--- config.mk ---
export PLATFORM = sky130hd
export DESIGN_NAME = fetch_pc_unit
export DESIGN_NICKNAME = d
export VERILOG_FILES = /design/src/rtl/fetch_pkg.sv /design/src/rtl/fetch_skid_buffer.sv /design/src/rtl/fetch_pc_unit.sv
export SDC_FILE = /design/constraint.sdc
export NUM_CORES = 1
export LEC_CHECK = 0
export CAP_MARGIN = 0
export CORE_MARGIN = 2
export CORE_UTILIZATION = 50
export DETAILED_ROUTE_END_ITERATION = 7
export PLACE_DENSITY = 0.78
export SETUP_SLACK_MARGIN = 0.15
export SLEW_MARGIN = 20
export SYNTH_ARGS = -nofsm -noshare
export SYNTH_HDL_FRONTEND = slang
export SYNTH_SLANG_ARGS = --single-unit
export TNS_END_PERCENT = 50
--- constraint.sdc ---
create_clock -name CLK -period 2.35 [get_ports CLK]
set_input_delay 0.47 -clock CLK [delete_from_list [all_inputs] [get_ports CLK]]
set_output_delay 0.47 -clock CLK [all_outputs]
set_load 0.03 [all_outputs]
--- src/rtl/fetch_pkg.sv ---
// Shared definitions for the fetch PC unit: state encoding, reset PC, NOP and PC step.
package fetch_pkg;

  typedef enum logic {
    ST_REQ     = 1'b0,
    ST_DISCARD = 1'b1
  } fetch_state_t;

  localparam logic [31:0] RESET_PC  = 32'h0000_0000;
  localparam logic [31:0] NOP_INSTR = 32'h0000_0013;
  localparam logic [31:0] PC_INC    = 32'd4;

endpackage

--- src/rtl/fetch_skid_buffer.sv ---
// One-entry PC/instruction holding register; clear wins over load, load wins over drain.
module fetch_skid_buffer (
  input  logic        i_clk,
  input  logic        i_rst,
  input  logic        i_load,
  input  logic        i_drain,
  input  logic        i_clear,
  input  logic [31:0] i_pc,
  input  logic [31:0] i_instr,
  output logic        o_valid,
  output logic [31:0] o_pc,
  output logic [31:0] o_instr
);
  import fetch_pkg::*;

  logic        r_valid;
  logic [31:0] r_pc;
  logic [31:0] r_instr;

  always_ff @(posedge i_clk) begin
    if (i_rst || i_clear) begin
      r_valid <= 1'b0;
      r_pc    <= 32'h0;
      r_instr <= NOP_INSTR;
    end else if (i_load) begin
      r_valid <= 1'b1;
      r_pc    <= i_pc;
      r_instr <= i_instr;
    end else if (i_drain) begin
      r_valid <= 1'b0;
    end
  end

  assign o_valid = r_valid;
  assign o_pc    = r_pc;
  assign o_instr = r_instr;

endmodule

--- src/rtl/fetch_pc_unit.sv ---
// Fetch PC owner: IMEM handshake, redirect/flush, stall skid buffer, IF/ID register.
// Optional FETCH_MISALIGN_CHECK_EN flags misaligned redirect targets for one cycle.
//
// IMEM handshake: IMEM_ADDRESS is held while IMEM_READ=1 and IMEM_BUSYWAIT=1; an
// access completes in the cycle where IMEM_READ=1 and IMEM_BUSYWAIT=0.
module fetch_pc_unit
  import fetch_pkg::*;
(
  input  logic         CLK,
  input  logic         RESET,
  input  logic         REDIRECT,
  input  logic [31:0]  REDIRECT_PC,
  input  logic         FLUSH,
  input  logic         STALL,
  output logic [31:0]  IMEM_ADDRESS,
  output logic         IMEM_READ,
  input  logic [31:0]  IMEM_READDATA,
  input  logic         IMEM_BUSYWAIT,
  output logic [31:0]  IFID_PC,
  output logic [31:0]  IFID_INSTR,
  output logic         IFID_VALID,
  output logic         FETCH_MISALIGN,
  output fetch_state_t DBG_STATE
);

  fetch_state_t r_state;
  logic [31:0]  r_pc;
  logic [31:0]  r_target;
  logic [31:0]  r_ifid_pc;
  logic [31:0]  r_ifid_instr;
  logic         r_ifid_valid;

  logic         w_buf_valid;
  logic [31:0]  w_buf_pc;
  logic [31:0]  w_buf_instr;
  logic         w_complete;
  logic         w_busy_access;
  logic [31:0]  w_target;
  logic         w_buf_load;
  logic         w_buf_drain;

  // In DISCARD the old access is still outstanding, so the address stays at the old PC.
  assign IMEM_ADDRESS  = r_pc;
  assign IMEM_READ     = (r_state == ST_DISCARD) || !w_buf_valid;
  assign w_complete    = IMEM_READ && !IMEM_BUSYWAIT;
  assign w_busy_access = IMEM_READ && IMEM_BUSYWAIT;
  assign w_target      = REDIRECT_PC & ~32'h3;
  assign w_buf_load    = !REDIRECT && STALL && (r_state == ST_REQ) && w_complete;
  assign w_buf_drain   = !REDIRECT && !STALL && w_buf_valid;

  fetch_skid_buffer u_skid (
    .i_clk   (CLK),
    .i_rst   (RESET),
    .i_load  (w_buf_load),
    .i_drain (w_buf_drain),
    .i_clear (REDIRECT),
    .i_pc    (r_pc),
    .i_instr (IMEM_READDATA),
    .o_valid (w_buf_valid),
    .o_pc    (w_buf_pc),
    .o_instr (w_buf_instr)
  );

  always_ff @(posedge CLK) begin
    if (RESET) begin
      r_state      <= ST_REQ;
      r_pc         <= RESET_PC;
      r_target     <= RESET_PC;
      r_ifid_pc    <= 32'h0;
      r_ifid_instr <= NOP_INSTR;
      r_ifid_valid <= 1'b0;
    end else if (REDIRECT) begin
      if (FLUSH) r_ifid_valid <= 1'b0;
      if (w_busy_access) begin
        r_state  <= ST_DISCARD;
        r_target <= w_target;
      end else begin
        r_state <= ST_REQ;
        r_pc    <= w_target;
      end
    end else begin
      if (r_state == ST_DISCARD) begin
        if (w_complete) begin
          r_pc    <= r_target;
          r_state <= ST_REQ;
        end
      end else if (w_complete) begin
        r_pc <= r_pc + PC_INC;
      end
      // Without a stall IF/ID is consumed every cycle: refill from buffer, fetch, or bubble.
      if (!STALL) begin
        if (w_buf_valid) begin
          r_ifid_pc    <= w_buf_pc;
          r_ifid_instr <= w_buf_instr;
          r_ifid_valid <= 1'b1;
        end else if ((r_state == ST_REQ) && w_complete) begin
          r_ifid_pc    <= r_pc;
          r_ifid_instr <= IMEM_READDATA;
          r_ifid_valid <= 1'b1;
        end else begin
          r_ifid_valid <= 1'b0;
        end
      end
    end
  end

`ifdef FETCH_MISALIGN_CHECK_EN
  logic r_misalign;
  always_ff @(posedge CLK) begin
    if (RESET) r_misalign <= 1'b0;
    else       r_misalign <= REDIRECT && (REDIRECT_PC[1:0] != 2'b00);
  end
  assign FETCH_MISALIGN = r_misalign;
`else
  assign FETCH_MISALIGN = 1'b0;
`endif

  assign IFID_PC    = r_ifid_pc;
  assign IFID_INSTR = r_ifid_valid ? r_ifid_instr : NOP_INSTR;
  assign IFID_VALID = r_ifid_valid;
  assign DBG_STATE  = r_state;

endmodule

**Word level (Yosys, flattened, before mapping)**

Cells that the tools add are included.

- Bits in registers: 193
- Input bits: 70
- Output and inout port bits: 100
- Word-level logic and storage cells: 58

- $add $sub $neg: 1
- Equal/unequal tests: 3
- Muxes and demuxes: 21
- Bitwise logic cells: 3
- Reduce and logical (&&, ||, !) cells: 21

Operator list:

| kind | number |
|---|---|
| 2-to-1 mux 32 bit | 10 |
| adder 32 x 3 -> 32 bit, second input constant | 1 |
| 2-to-1 mux 1 bit | 11 |
| logical AND 1 bit | 8 |
| AND reduction 2 bit | 3 |
| nonzero test 2 bit | 3 |
| zero test 1 bit | 4 |
| inequality test 2 bit, second input constant | 2 |
| inverter 1 bit | 3 |
| AND reduction 3 bit | 1 |
| logical OR 1 bit | 2 |
| inequality test 2 x 1 -> 1 bit, second input constant | 1 |

**Longest topological paths before layout**

- Depth after elaboration: 8
- Mapped depth: 7

**Modules after synthesis**

From an unflattened synthesis, not the netlist that was laid out.

- Cells, all modules: 1024
- Area total of the unflattened synthesis: 8809.7 um2

By module, submodules not included:

| module | instances | cells each | area each (um2) | seq. area each (um2) |
|---|---|---|---|---|
| fetch_pc_unit | 1 | 813 | 6471.2 | 2522.4 |
| fetch_skid_buffer | 1 | 211 | 2338.5 | 1301.2 |

**Worst setup path after synthesis**

Ideal clock, no wire load.

- Path kind: register to register
- Start point: register r_pc[2] (netlist: IMEM_ADDRESS[2])
- End point: register r_pc[20] (netlist: IMEM_ADDRESS[20])
- Library setup time: 117 ps
- Arrival: 2108 ps
- Required time: 2233 ps
- Path slack: 125 ps
- Cell stages (with the launch flop): 7
- Clock period less this slack: 2225 ps
- Cells stage by stage: dfxtp_1 ha_1 nand3_1 nor4_4 nand4_1 a22o_1 a22o_1

- Cells in the longest elaborated chain, start to end: 4

Ends and longest elaborated chain:

| element | line | RTL |
|---|---|---|
| from (decl) | fetch_pc_unit.sv:27 | `logic [31:0] r_pc;` |
| from (signal assigned) | fetch_pc_unit.sv:79 | `r_pc <= w_target;` |
| from (signal assigned) | fetch_pc_unit.sv:84 | `r_pc <= r_target;` |
| from (signal assigned) | fetch_pc_unit.sv:88 | `r_pc <= r_pc + PC_INC;` |
| adder 32 x 3 -> 32 bit | fetch_pc_unit.sv:88 |  |
| 2-to-1 mux 32 bit | fetch_pc_unit.sv:87 | `end else if (w_complete) begin` |
| 2-to-1 mux 32 bit | fetch_pc_unit.sv:82 | `if (r_state == ST_DISCARD) begin` |
| 2-to-1 mux 32 bit | fetch_pc_unit.sv:72 | `end else if (REDIRECT) begin` |

Every way passes these cells. The select of a mux whose other input is x is not followed.
A chain may end at the register's enable or synchronous reset.

**Final worst setup path**

- Start point: register r_pc[30] (netlist: IMEM_ADDRESS[30])
- End point: output IMEM_ADDRESS[30]

RTL lines:

| element | line | RTL |
|---|---|---|
| to (decl) | fetch_pc_unit.sv:15 | `output logic [31:0] IMEM_ADDRESS,` |

No word-level cell between the ends.

==> out/qor.txt <==
Critical path buffers and inverters -> 1
Fmax -> 459 MHz
Cell count after synthesis -> 1,059
Post-synth top cells -> nand2_1 (252), dfxtp_1 (187), a21oi_1 (113)
Clock sink count -> 187
Count leader, synth -> nand2_1
# setup viols final -> 0
Detail Placement HPWL -> 15,100 um
Critical Path End Type -> output pin
Setup repair after global routing missed its margin -> true
Dpl ws -> 44.3 ps
Drt pass-1 iters -> 6
GRT Util Overall -> 24.8%
Post-Route Utilization -> 66.2%
Top FF cell, synth -> dfxtp_1
DR iter-0 viols -> 601
CP cell instances -> clkdlybuf4s50_1
CP Class -> flip-flop to output pin
CTS Root Cell -> clkbuf_16
Share of cells above drive strength 1 -> 8.10%
Sequential area share after synthesis -> 44.3%
Simple-gate share of the synthesized area -> 22.5%
Ys async rst share -> 0%
Diodes inserted -> 0
Max Root-Sink Buffers -> 2
Fin. max-slew vios -> 0
Main combinational cell family by area after synthesis -> simple AND/OR/NAND/NOR gates
Setup tns final -> 0 ps
Per-cell routed wire length -> 15.9 um
Setup WS post-layout -> 170 ps
Routed Antenna Nets -> 0
Post-route DRC violation count -> 0
First-pass GRT wire length -> 36,100 um
Final hold vios -> 0
Die footprint -> 0.0180 sq mm
Initial antenna violation count -> 0
Largest area contributor in the netlist -> dfxtp_1
Period minus WS final -> 2180 ps
Congestion Overflow GR -> 0
Chip Width -> 134 um
Leak -> 3.96 nW
Slowest stage delay, CP -> 750 ps
I/O Buffers -> 162
Clk_skew -> 6.41 ps
XOR/XNOR Fraction of Synth Area -> 0.829%
Initial Util -> 51.0%
Routed WL -> 22,700 um
Mean Syn Cell Area -> 7.98 sq um
CTS tree -> done
Synth area leaders -> dfxtp_1 (44%), nand2_1 (11%), mux2i_1 (7.6%)
Flop2flop setup slack -> 220 ps
Worst skew pair latency -> 430 ps
Worst-path fanout max -> 8
Vias in the first global route -> 7,059
CTS Hold Bufs -> 0
Worst Hold Class -> primary input to flip-flop
CP Data Arrival Time -> 1710 ps
Synth warnings -> 0
Die height -> 134 um
Worst vdd ir -> 0.000543 V
Post-place instance area -> 0.0104 sq mm
Worst slew margin -> 41.3%
Post-Synth Adder-Cell Area -> 0.148%
Mux cell area share after synthesis -> 8.11%
Largest delay share family, worst path -> buffers and inverters
Synth top area share -> 44.3%
Via density -> 5.58
Worst slew pin tran -> 881 ps
CP max-delay cell -> clkdlybuf4s50_1
Compound-Gate Fraction of Synth Area -> 19.2%
Via count -> 7,980
Period utilisation layout -> 92.8%
CTS H-tree depth -> 4
Final instance area -> 0.0110 sq mm
Setup crit start kind -> flip-flop
Largest net degree at the start of global routing -> 64
Total CTS buffers -> 17
Run status -> finished, final reports clean
CP Data Required Time -> 1880 ps
Yosys cell types -> 53
Std cell rows -> 47
Post-synth EDFFs -> 0
Final GP Congestion -> 0.938
Max_cap viols -> 0
Flops & latches, synth -> 187
Nets -> 1,268
Clock-pin slew on the worst setup and hold paths -> 70 ps
Ports -> 170
# Post-CTS Setup Buffers -> 0
Power density cells -> 676 mW/mm^2
Area growth syn-to-layout -> 29.8%
Synthesized cell area -> 0.00845 sq mm
CORE AREA -> 0.0166 sq mm
-- sequential cells by signal, summed over array words and instances, names as in the netlist --
register and cells:
DBG_STATE 1, IFID_PC 30, IFID_VALID 1, IMEM_ADDRESS 30, r_ifid_instr 32, r_target 30, u_skid.o_instr 32, u_skid.o_pc 30
u_skid.o_valid 1
-- final cells by class --
class                      instances  area [sq um]
clock buffer                      18           439
clock inverter                    14           156
fill                            1367          5610
inverter                           8          30.0
multi-input combinational        774          4330
sequential                       187          3750
tap                              220           275
timing repair buffer             209          2000
-- power breakdown --
part / total [W] / switching [W] / internal (W)
Sequential: 0.00342 / 0.000115 / 0.00330
Clock: 0.00290 / 0.00136 / 0.00154
Combinational: 0.00110 / 0.000638 / 0.000459
-- stage by stage --
stage	instances	total power, W	hold slack (ps)
5_1_grt	1430	0.00769	350
3_3_place_gp	1398	0.00457	437
6_report	1430	0.00742	354
4_1_cts	1430	0.00745	340
3_5_place_dp	1398	0.00459	444
2_1_floorplan	1063	0.00411	431
-- cells in the final DEF, fill, tap and decap left out, types with 9 or more instances in the layout --
cell type        netlist  final
a211oi_1              67     67
a21oi_1              113    113
and2_1                31     30
buf_4                  5     44
clkbuf_16              0     17
clkdlybuf4s50_1        0    118
dfxtp_1              187    185
dlygate4sd2_1          0     36
mux2i_1               64     64
nand2_1              252    250
nand2b_1               9      9
nand3_1               18     18
nor2_1                80     80
nor3_1                11     10
o211ai_1              19     19
o21ai_0               28     28
-- logic make-up after synthesis --
kind of cell    after synthesis
mux                          67
flops                       187
buf+inv                     102
compound gates              262
xor+xnor                      8
other cells                   1
simple gates                431
fa+ha+maj                     1
-- layer usage --
metal	track usage [%]	wire, um
met1	34.0	9960
met2	39.0	10400
met3	5.03	1820
met4	8.77	469
met5	0	0
-- worst paths after layout --
kind              depth (start not counted)                           from                       endpoint
setup / recovery                          1  IMEM_ADDRESS[30]$_SDFFE_PP0P_               IMEM_ADDRESS[30]
hold / removal                            2                          RESET  IMEM_ADDRESS[24]$_SDFFE_PP0P_
setup reg to reg                          5   IMEM_ADDRESS[9]$_SDFFE_PP0P_  IMEM_ADDRESS[31]$_SDFFE_PP0P_
hold reg to reg                           2      r_target[11]$_SDFFE_PP0P_      r_target[11]$_SDFFE_PP0P_
-- what timing repair did --
action,4_1_cts,5_1_grt
endpoints found under the setup margin,36,8
cloned,0,0
resized for setup,36,4
pin swaps,0,0
Power figures use the tool's default switching activity.
